### src/rtl/sr_shifter.sv
// sr_shifter: serial shift-register transmitter for a 74HC595-style chain.
// Accepts a parallel word on a load request and clocks it out on o_sdata/o_sclk,
// holding o_srbusy high for the whole transfer and pulsing o_done at the end.
// Build option: define SR_LSB_FIRST_EN to shift bit 0 out first (register shifts
// right); by default bit WIDTH-1 goes first and the register shifts left.
module sr_shifter #(
   parameter int WIDTH   = 8,
   parameter int CLK_DIV = 2
) (
   input  logic             i_clk,
   input  logic             i_rst,
   input  logic             i_srload,
   input  logic [WIDTH-1:0] i_data,
   output logic             o_srbusy,
   output logic             o_sdata,
   output logic             o_sclk,
   output logic             o_done
);

   localparam int DIV_W = $clog2(CLK_DIV) + 1;
   localparam int CNT_W = $clog2(WIDTH);
   localparam logic [DIV_W-1:0] DIV_LAST = DIV_W'(CLK_DIV - 1);
   localparam logic [CNT_W-1:0] CNT_LAST = CNT_W'(WIDTH - 1);

   typedef enum logic [1:0] {
      S_IDLE   = 2'd0,
      S_LOW    = 2'd1,
      S_HIGH   = 2'd2,
      S_FINISH = 2'd3
   } state_t;

   state_t           r_state;
   state_t           w_state_next;
   logic [WIDTH-1:0] r_shreg;
   logic [WIDTH-1:0] w_shreg_next;
   logic [WIDTH-1:0] w_shreg_shifted;
   logic [CNT_W-1:0] r_cnt;
   logic [CNT_W-1:0] w_cnt_next;
   logic [DIV_W-1:0] r_div;
   logic [DIV_W-1:0] w_div_next;
   logic             w_bit_next;
   logic             w_xfer_next;

   logic             r_srbusy;
   logic             r_sdata;
   logic             r_sclk;
   logic             r_done;

`ifdef SR_LSB_FIRST_EN
   assign w_shreg_shifted = {1'b0, r_shreg[WIDTH-1:1]};
   assign w_bit_next      = w_shreg_next[0];
`else
   assign w_shreg_shifted = {r_shreg[WIDTH-2:0], 1'b0};
   assign w_bit_next      = w_shreg_next[WIDTH-1];
`endif

   // The line is driven during both clock phases of every bit.
   assign w_xfer_next = (w_state_next == S_LOW) || (w_state_next == S_HIGH);

   // State, shift register, bit count and divider registers.
   always_ff @(posedge i_clk or posedge i_rst) begin
      if (i_rst) begin
         r_state <= S_IDLE;
         r_shreg <= '0;
         r_cnt   <= '0;
         r_div   <= '0;
      end else begin
         r_state <= w_state_next;
         r_shreg <= w_shreg_next;
         r_cnt   <= w_cnt_next;
         r_div   <= w_div_next;
      end
   end

   // Next-state logic: phase timing by divider, bit sequencing by count.
   always_comb begin
      w_state_next = r_state;
      w_shreg_next = r_shreg;
      w_cnt_next   = r_cnt;
      w_div_next   = r_div;
      case (r_state)
         S_IDLE: begin
            if (i_srload) begin
               w_shreg_next = i_data;
               w_cnt_next   = CNT_LAST;
               w_div_next   = '0;
               w_state_next = S_LOW;
            end
         end
         S_LOW: begin
            if (r_div == DIV_LAST) begin
               w_div_next   = '0;
               w_state_next = S_HIGH;
            end else begin
               w_div_next = r_div + DIV_W'(1);
            end
         end
         S_HIGH: begin
            if (r_div == DIV_LAST) begin
               w_div_next = '0;
               if (r_cnt == '0) begin
                  w_state_next = S_FINISH;
               end else begin
                  w_shreg_next = w_shreg_shifted;
                  w_cnt_next   = r_cnt - CNT_W'(1);
                  w_state_next = S_LOW;
               end
            end else begin
               w_div_next = r_div + DIV_W'(1);
            end
         end
         default: begin
            // FINISH lasts one cycle and never accepts a load.
            w_state_next = S_IDLE;
         end
      endcase
   end

   // Outputs registered from the next state so every pin comes from a flop.
   always_ff @(posedge i_clk or posedge i_rst) begin
      if (i_rst) begin
         r_srbusy <= 1'b0;
         r_sdata  <= 1'b0;
         r_sclk   <= 1'b0;
         r_done   <= 1'b0;
      end else begin
         r_srbusy <= w_xfer_next;
         r_sdata  <= w_xfer_next ? w_bit_next : 1'b0;
         r_sclk   <= (w_state_next == S_HIGH);
         r_done   <= (w_state_next == S_FINISH);
      end
   end

   assign o_srbusy = r_srbusy;
   assign o_sdata  = r_sdata;
   assign o_sclk   = r_sclk;
   assign o_done   = r_done;

endmodule

### config.mk
export PLATFORM = sky130hd
export DESIGN_NAME = sr_shifter
export DESIGN_NICKNAME = d
export VERILOG_FILES = /design/src/rtl/sr_shifter.sv
export SDC_FILE = /design/constraint.sdc
export NUM_CORES = 1
export LEC_CHECK = 0
export CELL_PAD_IN_SITES_DETAIL_PLACEMENT = 1
export CELL_PAD_IN_SITES_GLOBAL_PLACEMENT = 2
export CORE_ASPECT_RATIO = 0.7
export CORE_MARGIN = 5
export CORE_UTILIZATION = 36
export DETAILED_ROUTE_END_ITERATION = 10
export HOLD_SLACK_MARGIN = 0.08
export PLACE_DENSITY = 0.79
export RECOVER_POWER = 25
export SLEW_MARGIN = 30
export SYNTH_ARGS = -nofsm -noshare
export SYNTH_HDL_FRONTEND = slang
export SYNTH_SLANG_ARGS = --single-unit
export TNS_END_PERCENT = 10
### constraint.sdc
create_clock -name i_clk -period 6.1 [get_ports i_clk]
set_input_delay 0.915 -clock i_clk [delete_from_list [all_inputs] [get_ports i_clk]]
set_output_delay 0.915 -clock i_clk [all_outputs]
set_load 0.1 [all_outputs]
# Word-level counts from Yosys, hierarchy flattened
# Index checks and enable logic that the tools add are counted.
[op_classes]
n_eq_ne = 9
reduce_logical = 8
mux = 17
add_sub_neg = 2
[op_table]
columns = ["cell", "count"]
rows = [
  ["8-bit 2-to-1 mux", 3],
  ["8-bit case mux with 2 select lines", 1],
  ["2-bit 2-to-1 mux", 6],
  ["3-bit 2-to-1 mux", 3],
  ["2-bit by 1-bit equality test with 1-bit output (second input constant)", 3],
  ["2-bit equality test (second input constant)", 3],
  ["2-bit != test (second input constant)", 3],
  ["2-bit case mux with 3 select lines", 1],
  ["3-bit case mux with 2 select lines", 1],
  ["2-bit case mux with 2 select lines", 1],
  ["4-bit AND reduction", 1],
  ["2-bit nonzero test", 2],
  ["3-bit zero test", 1],
  ["3-bit by 1-bit subtractor with 3-bit output (second input constant)", 1],
  ["2-bit by 1-bit adder with 2-bit output (second input constant)", 1],
  ["2-bit zero test", 1],
  ["2-bit AND reduction", 1],
  ["2-bit OR reduction", 1],
  ["1-bit logical OR", 1],
  ["1-bit 2-to-1 mux", 1],
]
[word_totals]
in_bits = 11
elab_cells = 45
reg_bits = 19
output_inout_bits = 4

# Depth between registers and ports, before layout
# Gate-level depths: netlist (run 1).
[logic_depth]
word_depth = 7
depth_mapped = 9
depth_no_buf = 8

# Least setup slack after synthesis (run 1)
# Ideal clock, no wire load.
[synth_timing]
path_kind = "input to register"
start = "input port i_srload"
end = "register r_sdata (netlist: o_sdata)"
n_path_buf = 1
arrival_time_ns = 2.117
path_stages = 7
slack_ns = 3.901
cell_sequence = "buf_4 > and2b_1 > a211oi_1 > o32ai_1 > nor2b_1 > ha_1 > a31oi_1"
[synth_between]
elab_chain_len = 5
elab_cells_between_ends = 8
classes_between = "eq/ne: 2; mux: 5; reduce/logical: 1"
[synth_lines]
columns = ["item", "line", "source"]
rows = [
  ["from (decl)", "12", "input logic i_srload,"],
  ["2-bit 2-to-1 mux *", "83", "if (i_srload) begin"],
  ["2-bit case mux with 3 select lines *", "81", "case (r_state)"],
  ["via w_state_next[1]", "33", "state_t w_state_next;"],
  ["2-bit by 1-bit equality test with 1-bit output / 2-bit equality test (equally long branches)", "58", "assign w_xfer_next = (w_state_next == S_LOW) || (w_state_next == S_HIGH);"],
  ["1-bit logical OR *", "58", ""],
  ["1-bit 2-to-1 mux *", "128", "r_sdata <= w_xfer_next ? w_bit_next : 1'b0;"],
  ["to (signal assigned)", "128", ""],
  ["to (decl)", "45", "logic r_sdata;"],
]
# The timed path passes the listed nets; every way through them passes the cells marked *. The select of a mux whose other input is x is not followed.
# A chain may end at the register's enable or synchronous reset.

# Worst setup path after layout (run 1)
# Ends and elaborated chain as after synthesis.

==> out/qor.yml, run 1 <==
critical_path:
  endpoint_kind: "flop"
  start_kind: "input pin"
  critical_path_class: "input pin to flop"
  ff2ff_path_depth: 7
  worstReg2RegStart: "r_state[0]$_DFF_PP0_"
  ff2ff_setup_slack_ns: 3.65
  crit_required_ns: 6.27
  arrival_ns: 2.86
  path_max_fanout: 8
  r2r_end: "o_sdata$_DFF_PP0_"
logic_synthesis:
  ys_ff_latch: 19
  seq_area_frac_synth: 0.4338
  synth_edf_count: 0
  yosys_warnings: 0
  async_flop_share: 1.000
  syn_avg_cell_area_um2: 10.06
  ys.flop_type: "dfrtp_1"
  syn_inst: 109
  syn_area_mm2: 0.001096
  syn_nets: 128
  synth_cell_type_count: 38
global_routing:
  overflow: 0
  antenna_found_initial: 0
  grtUsageTotal: 0.1414
  grt_pass1_wl_um: 4850
  grt_max_degree: 20
  first_global_vias: 966
timing:
  hold_viol: 0
  grt_setup_unrepaired: "false"
  relSlewSlack: 0.3508
  fin_crit_sh: 0.4409
  fin_skew_ns: 0.006056
  tns_ns: 0
  slew_violations: 0
  min_period_ns: 2.690
  setup_viol: 0
  worst_slew_pin_slew_ns: 0.9707
  max_freq_mhz: 371.8
floorplanning:
  core_region_area_mm2: 0.002863
  io_pins: 15
  die_area_mm2: 0.004266
  die_x_um: 75.95
  start_util: 0.3829
  die_h_um: 56.17
  rows: 16
final_layout:
  final_common_cell: "dfrtp_1"
  drive_above_1_share: 0.09756
  instances_no_fill: 159
  final_cell_mix: "dfrtp_1 (19), o21ai_0 (17), clkdlybuf4s50_1 (13)"
  antenna_cells: 0
  areaGrowthSynthToFinish_pct: 18.38
  fin_nets: 143
detailed_routing:
  via_count: 871
  wire_per_inst_um: 16.88
  routed_wl_um: 2684
  drcViolationCount: 0
  drtPass1Iterations: 4
  routed_via_density: 5.478
  drtIter0Drc: 39
  antenna_left: 0
place:
  dp_cells: 155
  hpwl_um: 1964
  port_buffers: 14
  gp_congestion: 0.7817
clock_tree:
  clock_tree.root_cell: "clkbuf_8"
  hold_buffers: 0
  postCtsSetupRepairBufs: 0
  worstSkewPairLatency_ns: 0.26
  cts_tree: "done"
  clockBufferDepth: 2
  cts-buffers-inserted: 3
  clkSlewWorstSetupHoldPaths_ns: 0.07
  htreeDepth: 1
  clock_sinks: 19
  post_cts_resized: 0
job:
  max-cap-violations: 0
min_path:
  worstHoldStart: "r_shreg[1]$_DFFE_PP0P_"
  hold_class: "flop to flop"
  worst_hold_path.endpoint: "r_shreg[1]$_DFFE_PP0P_"
  whs_path_depth: 1
outcome:
  status: "complete, no violations"
power_and_ir_drop:
  ir_worst_vdd_mv: 0.2953
  leakagePower_uw: 0.0005707
  p_per_area_mw_per_mm2: 512.9
[flip-flops by register name (all words and copies together) (netlist names)]
name,flops
r_shreg,8
r_cnt,3
r_div,2
r_state,2
o_done,1
o_sclk,1
o_sdata,1
o_srbusy,1
[power by group]
group          internal [uW]  switching (uW)
Combinational            134             237
Sequential               177            29.8
Clock                   46.4            40.9
[worst max path at each step]
stage / from / endpoint / slack [ns] / depth (start not counted)
5_1_grt: i_srload / o_sdata$_DFF_PP0_ / 3.21 / 7
4_1_cts: i_srload / o_sdata$_DFF_PP0_ / 3.38 / 7
2_1_floorplan: i_srload / o_sdata$_DFF_PP0_ / 3.90 / 7
3_5_place_dp: i_srload / o_sdata$_DFF_PP0_ / 3.17 / 7
6_report: i_srload / o_sdata$_DFF_PP0_ / 3.41 / 7
3_3_place_gp: i_srload / o_sdata$_DFF_PP0_ / 3.25 / 7
[per-stage QoR]
stage / cell area [um^2] / hold slack [ns] / setup slack [ns] / utilization / total power [uW]
after floorplan: 1096 / 0.4651 / 3.901 / - / 494.0
after global placement: 1252 / 0.4759 / 3.251 / 0.4375 / 568.4
after detailed placement: 1252 / 0.4909 / 3.174 / 0.4375 / 580.6
after CTS: 1297 / 0.5079 / 3.383 / 0.4532 / 673.3
after global routing: 1297 / 0.5304 / 3.214 / 0.4532 / 723.0
final: 1297 / 0.4992 / 3.410 / 0.4532 / 665.5
[metal layers]
layer  global-route usage  vias up  share of wire
li1                     -      423              -
met1               0.2061      429           0.52
met2               0.1939       15           0.43
met3              0.04854        4          0.036
met4              0.04061        0         0.0093
met5                    0        -              0
[cell type report]
cell class              count  area [um^2]
well taps                  36        45.04
clock buffers               4        45.04
flip-flops and latches     19        475.5
repair buffers             14        140.1
fillers                   329         1565
multi-input cells          77        558.0
inverters                   9        33.78
[kinds of logic (layout without fill, tap and decap cells)]
logic type	count (synthesis)	after routing	synth area share
buf+inv	13	27	0.05708
flops	19	19	0.4338
compound gates	45	45	0.2797
fa+ha+maj	8	8	0.09133
simple gates	22	22	0.1187
mux	2	2	0.01941
[cells in the mapped netlist, types with 2 or more instances]
master,number,area share
nand2b_2,2,0.016
a31oi_1,3,0.017
nand2b_1,2,0.011
nand3_1,3,0.014
buf_2,2,0.0091
nand2_1,5,0.017
dfrtp_1,19,0.43
ha_1,8,0.091
o21ai_1,2,0.0091
a2bb2oi_1,5,0.040
a21oi_1,3,0.014
nor2_1,2,0.0069
a21boi_0,2,0.014
inv_1,9,0.031
o31ai_1,2,0.014
nand2_2,2,0.011
o21ai_0,17,0.078
[worst max-delay path: stages]
cell	delay (ns)
clkdlybuf4s50_1	0.66
and2b_1	0.28
a211oi_1	0.24
o32ai_1	0.12
nor2b_1	0.17
ha_1	0.31
a31oi_1	0.15
Power figures use the tool's default switching activity.
==> run 2, diff against run 1 <==
CORE_UTILIZATION = 30   (was 36)
PLACE_DENSITY = 0.7   (was 0.79)
clock period = 2.45 ns   (was 6.1 ns; I/O delays follow)
==> run 2 against run 1 <==
Count of clock-buffer cells in the layout down 1. Global-route usage down 0.94 points. Via count up 2.5%. Non-clock buffer count up 4. First-iteration DRC count down 31%. Critical endpoint unchanged. Highest routed layer unchanged.
==> out/qor.yml, run 2 (synthesis gave the netlist of run 1 again) <==
power_and_ir_drop:
  ir_worst_vdd_mv: 0.5907
  p_sw_uw: 795.0
  power_frac_seq: 0.305
  leakagePower_uw: 0.0006003
  p_int_uw: 902.4
  power_frac_clock: 0.129
  p_per_area_mw_per_mm2: 1270
  pwr-share-comb: 0.566
  sw_frac_of_total: 0.4684
final_layout:
  reg_top3: "r_shreg: 8 flops, r_cnt: 3 flops"
  final_common_cell: "dfrtp_1"
  largest_register_ffs: 8
  final_cell_mix: "dfrtp_1 (19), o21ai_0 (17), inv_1 (9), clkdlybuf4s50_1 (9)"
  antenna_cells: 0
  top_register: "r_shreg"
  fin_nets: 147
  areaGrowthSynthToFinish_pct: 21.92
  final_core_util: 0.3803
  final.fill_count: 407
  drive_above_1_share: 0.1654
global_routing:
  antenna_found_initial: 0
  grt_pass1_wl_um: 4954
  grtUsageTotal: 0.1320
  grt_max_degree: 20
  overflow: 0
  first_global_vias: 987
min_path:
  hold_class: "flop to flop"
detailed_routing:
  routed_wl_um: 2932
  via_count: 893
  drtIter0Drc: 27
  drcViolationCount: 0
  drtPass1Iterations: 4
  routed_via_density: 5.045
  antenna_left: 0
  wire_per_inst_um: 16.56
clock_tree:
  postCtsSetupRepairBufs: 0
  cts_tree: "done"
  clkSlewWorstSetupHoldPaths_ns: 0.07
  worstSkewPairLatency_ns: 0.26
  post_cts_resized: 0
  cts-buffers-inserted: 3
  htreeDepth: 1
  hold_buffers: 0
  clock_tree.root_cell: "clkbuf_8"
  clock_sinks: 19
  clockBufferDepth: 2
floorplanning:
  rows: 18
  start_util: 0.3120
  io_pins: 15
  core_region_area_mm2: 0.003513
  die_x_um: 82.25
  die_area_mm2: 0.004982
  die_h_um: 60.57
critical_path:
  slowest_delay_ns: 0.44
  crit_required_ns: 2.63
  start_kind: "flop"
  crit_top_cell: "ha_1"
  endpoint_kind: "flop"
  crit_chain: "inv_1 -> ha_1 -> and2b_1 -> a211oi_1 -> o32ai_1 -> nor2b_1 -> ha_1 -> a31oi_1"
  cp_slowest_cell: "dfrtp_1"
  arrival_ns: 2.26
  critical_path_class: "flop to flop"
  ff2ff_setup_slack_ns: 0.37
  worstPathBufferInverterCount: 1
  cp_top_family: "adder cells"
  path_max_fanout: 6
timing:
  setup_viol: 0
  fin_crit_sh: 0.8504
  tns_ns: 0
  min_period_ns: 2.084
  fin_skew_ns: 0.005582
  max_freq_mhz: 479.9
  grt_setup_unrepaired: "false"
  whs_ns: 0.5121
  slew_violations: 0
  relSlewSlack: 0.5093
  hold_viol: 0
  worst_slew_pin_slew_ns: 0.7352
  worst_slack_ns: 0.3664
job:
  max-cap-violations: 0
outcome:
  status: "complete, no violations"
place:
  hpwl_um: 2288
  port_buffers: 14
  dp_slack_ns: 0.2428
  gp_congestion: 0.7503
## run 2: cell types whose count changed in the layout (fill, tap and decap cells not counted), sizes merged
cell | previous run | this run
clkdlybuf4s50 | 13 | 9
buf | 0 | 8
clkbuf | 4 | 3
clkinv | 0 | 1
## run 2: path summary, 6_finish.rpt
check,endpoint,depth (start not counted),startpoint
setup / recovery,o_sdata$_DFF_PP0_,8,r_state[0]$_DFF_PP0_
hold / removal,r_shreg[1]$_DFFE_PP0P_,1,r_shreg[1]$_DFFE_PP0P_
setup reg to reg,o_sdata$_DFF_PP0_,8,r_state[0]$_DFF_PP0_
hold reg to reg,r_shreg[1]$_DFFE_PP0P_,1,r_shreg[1]$_DFFE_PP0P_
max in group asynchronous,r_div[0]$_DFFE_PP0P_,2,i_rst
min in group asynchronous,r_shreg[6]$_DFFE_PP0P_,2,i_rst
## run 2: power groups by stage
stage               sequential (uW)  clock (uW)  combinational [uW]
detailed placement              522           0                 964
floorplan                       671           0                 559
global placement                515           0                 929
global route                    530         244                1050
CTS                             518         231                 968
finish                          518         218                 961
## run 2: cell type report
type | instances | area [um^2] | share of cell area
Clock inverter | 1 | 5.005 | 0.003745
Multi-Input combinational cell | 77 | 558.0 | 0.4176
Tap cell | 50 | 62.56 | 0.04682
Clock buffer | 3 | 41.29 | 0.03090
Inverter | 9 | 33.78 | 0.02528
Timing Repair Buffer | 18 | 160.2 | 0.1199
Sequential cell | 19 | 475.5 | 0.3558
## run 2: layer usage
metal | track usage | wire (um) | up-vias
li1 | - | - | 433
met1 | 0.1836 | 1528 | 448
met4 | 0.01422 | 14 | 0
met2 | 0.2055 | 1291 | 10
met5 | 0 | 0 | -
met3 | 0.04599 | 97 | 2
## run 2: through the flow
stage                     instance area [um^2]  std cells  total power (uW)
final                                     1336        177              1697
after global routing                      1336        177              1822
after CTS                                 1336        177              1716
after detailed placement                  1290        173              1486
after global placement                    1290        173              1444
after floorplan                           1096        109              1230
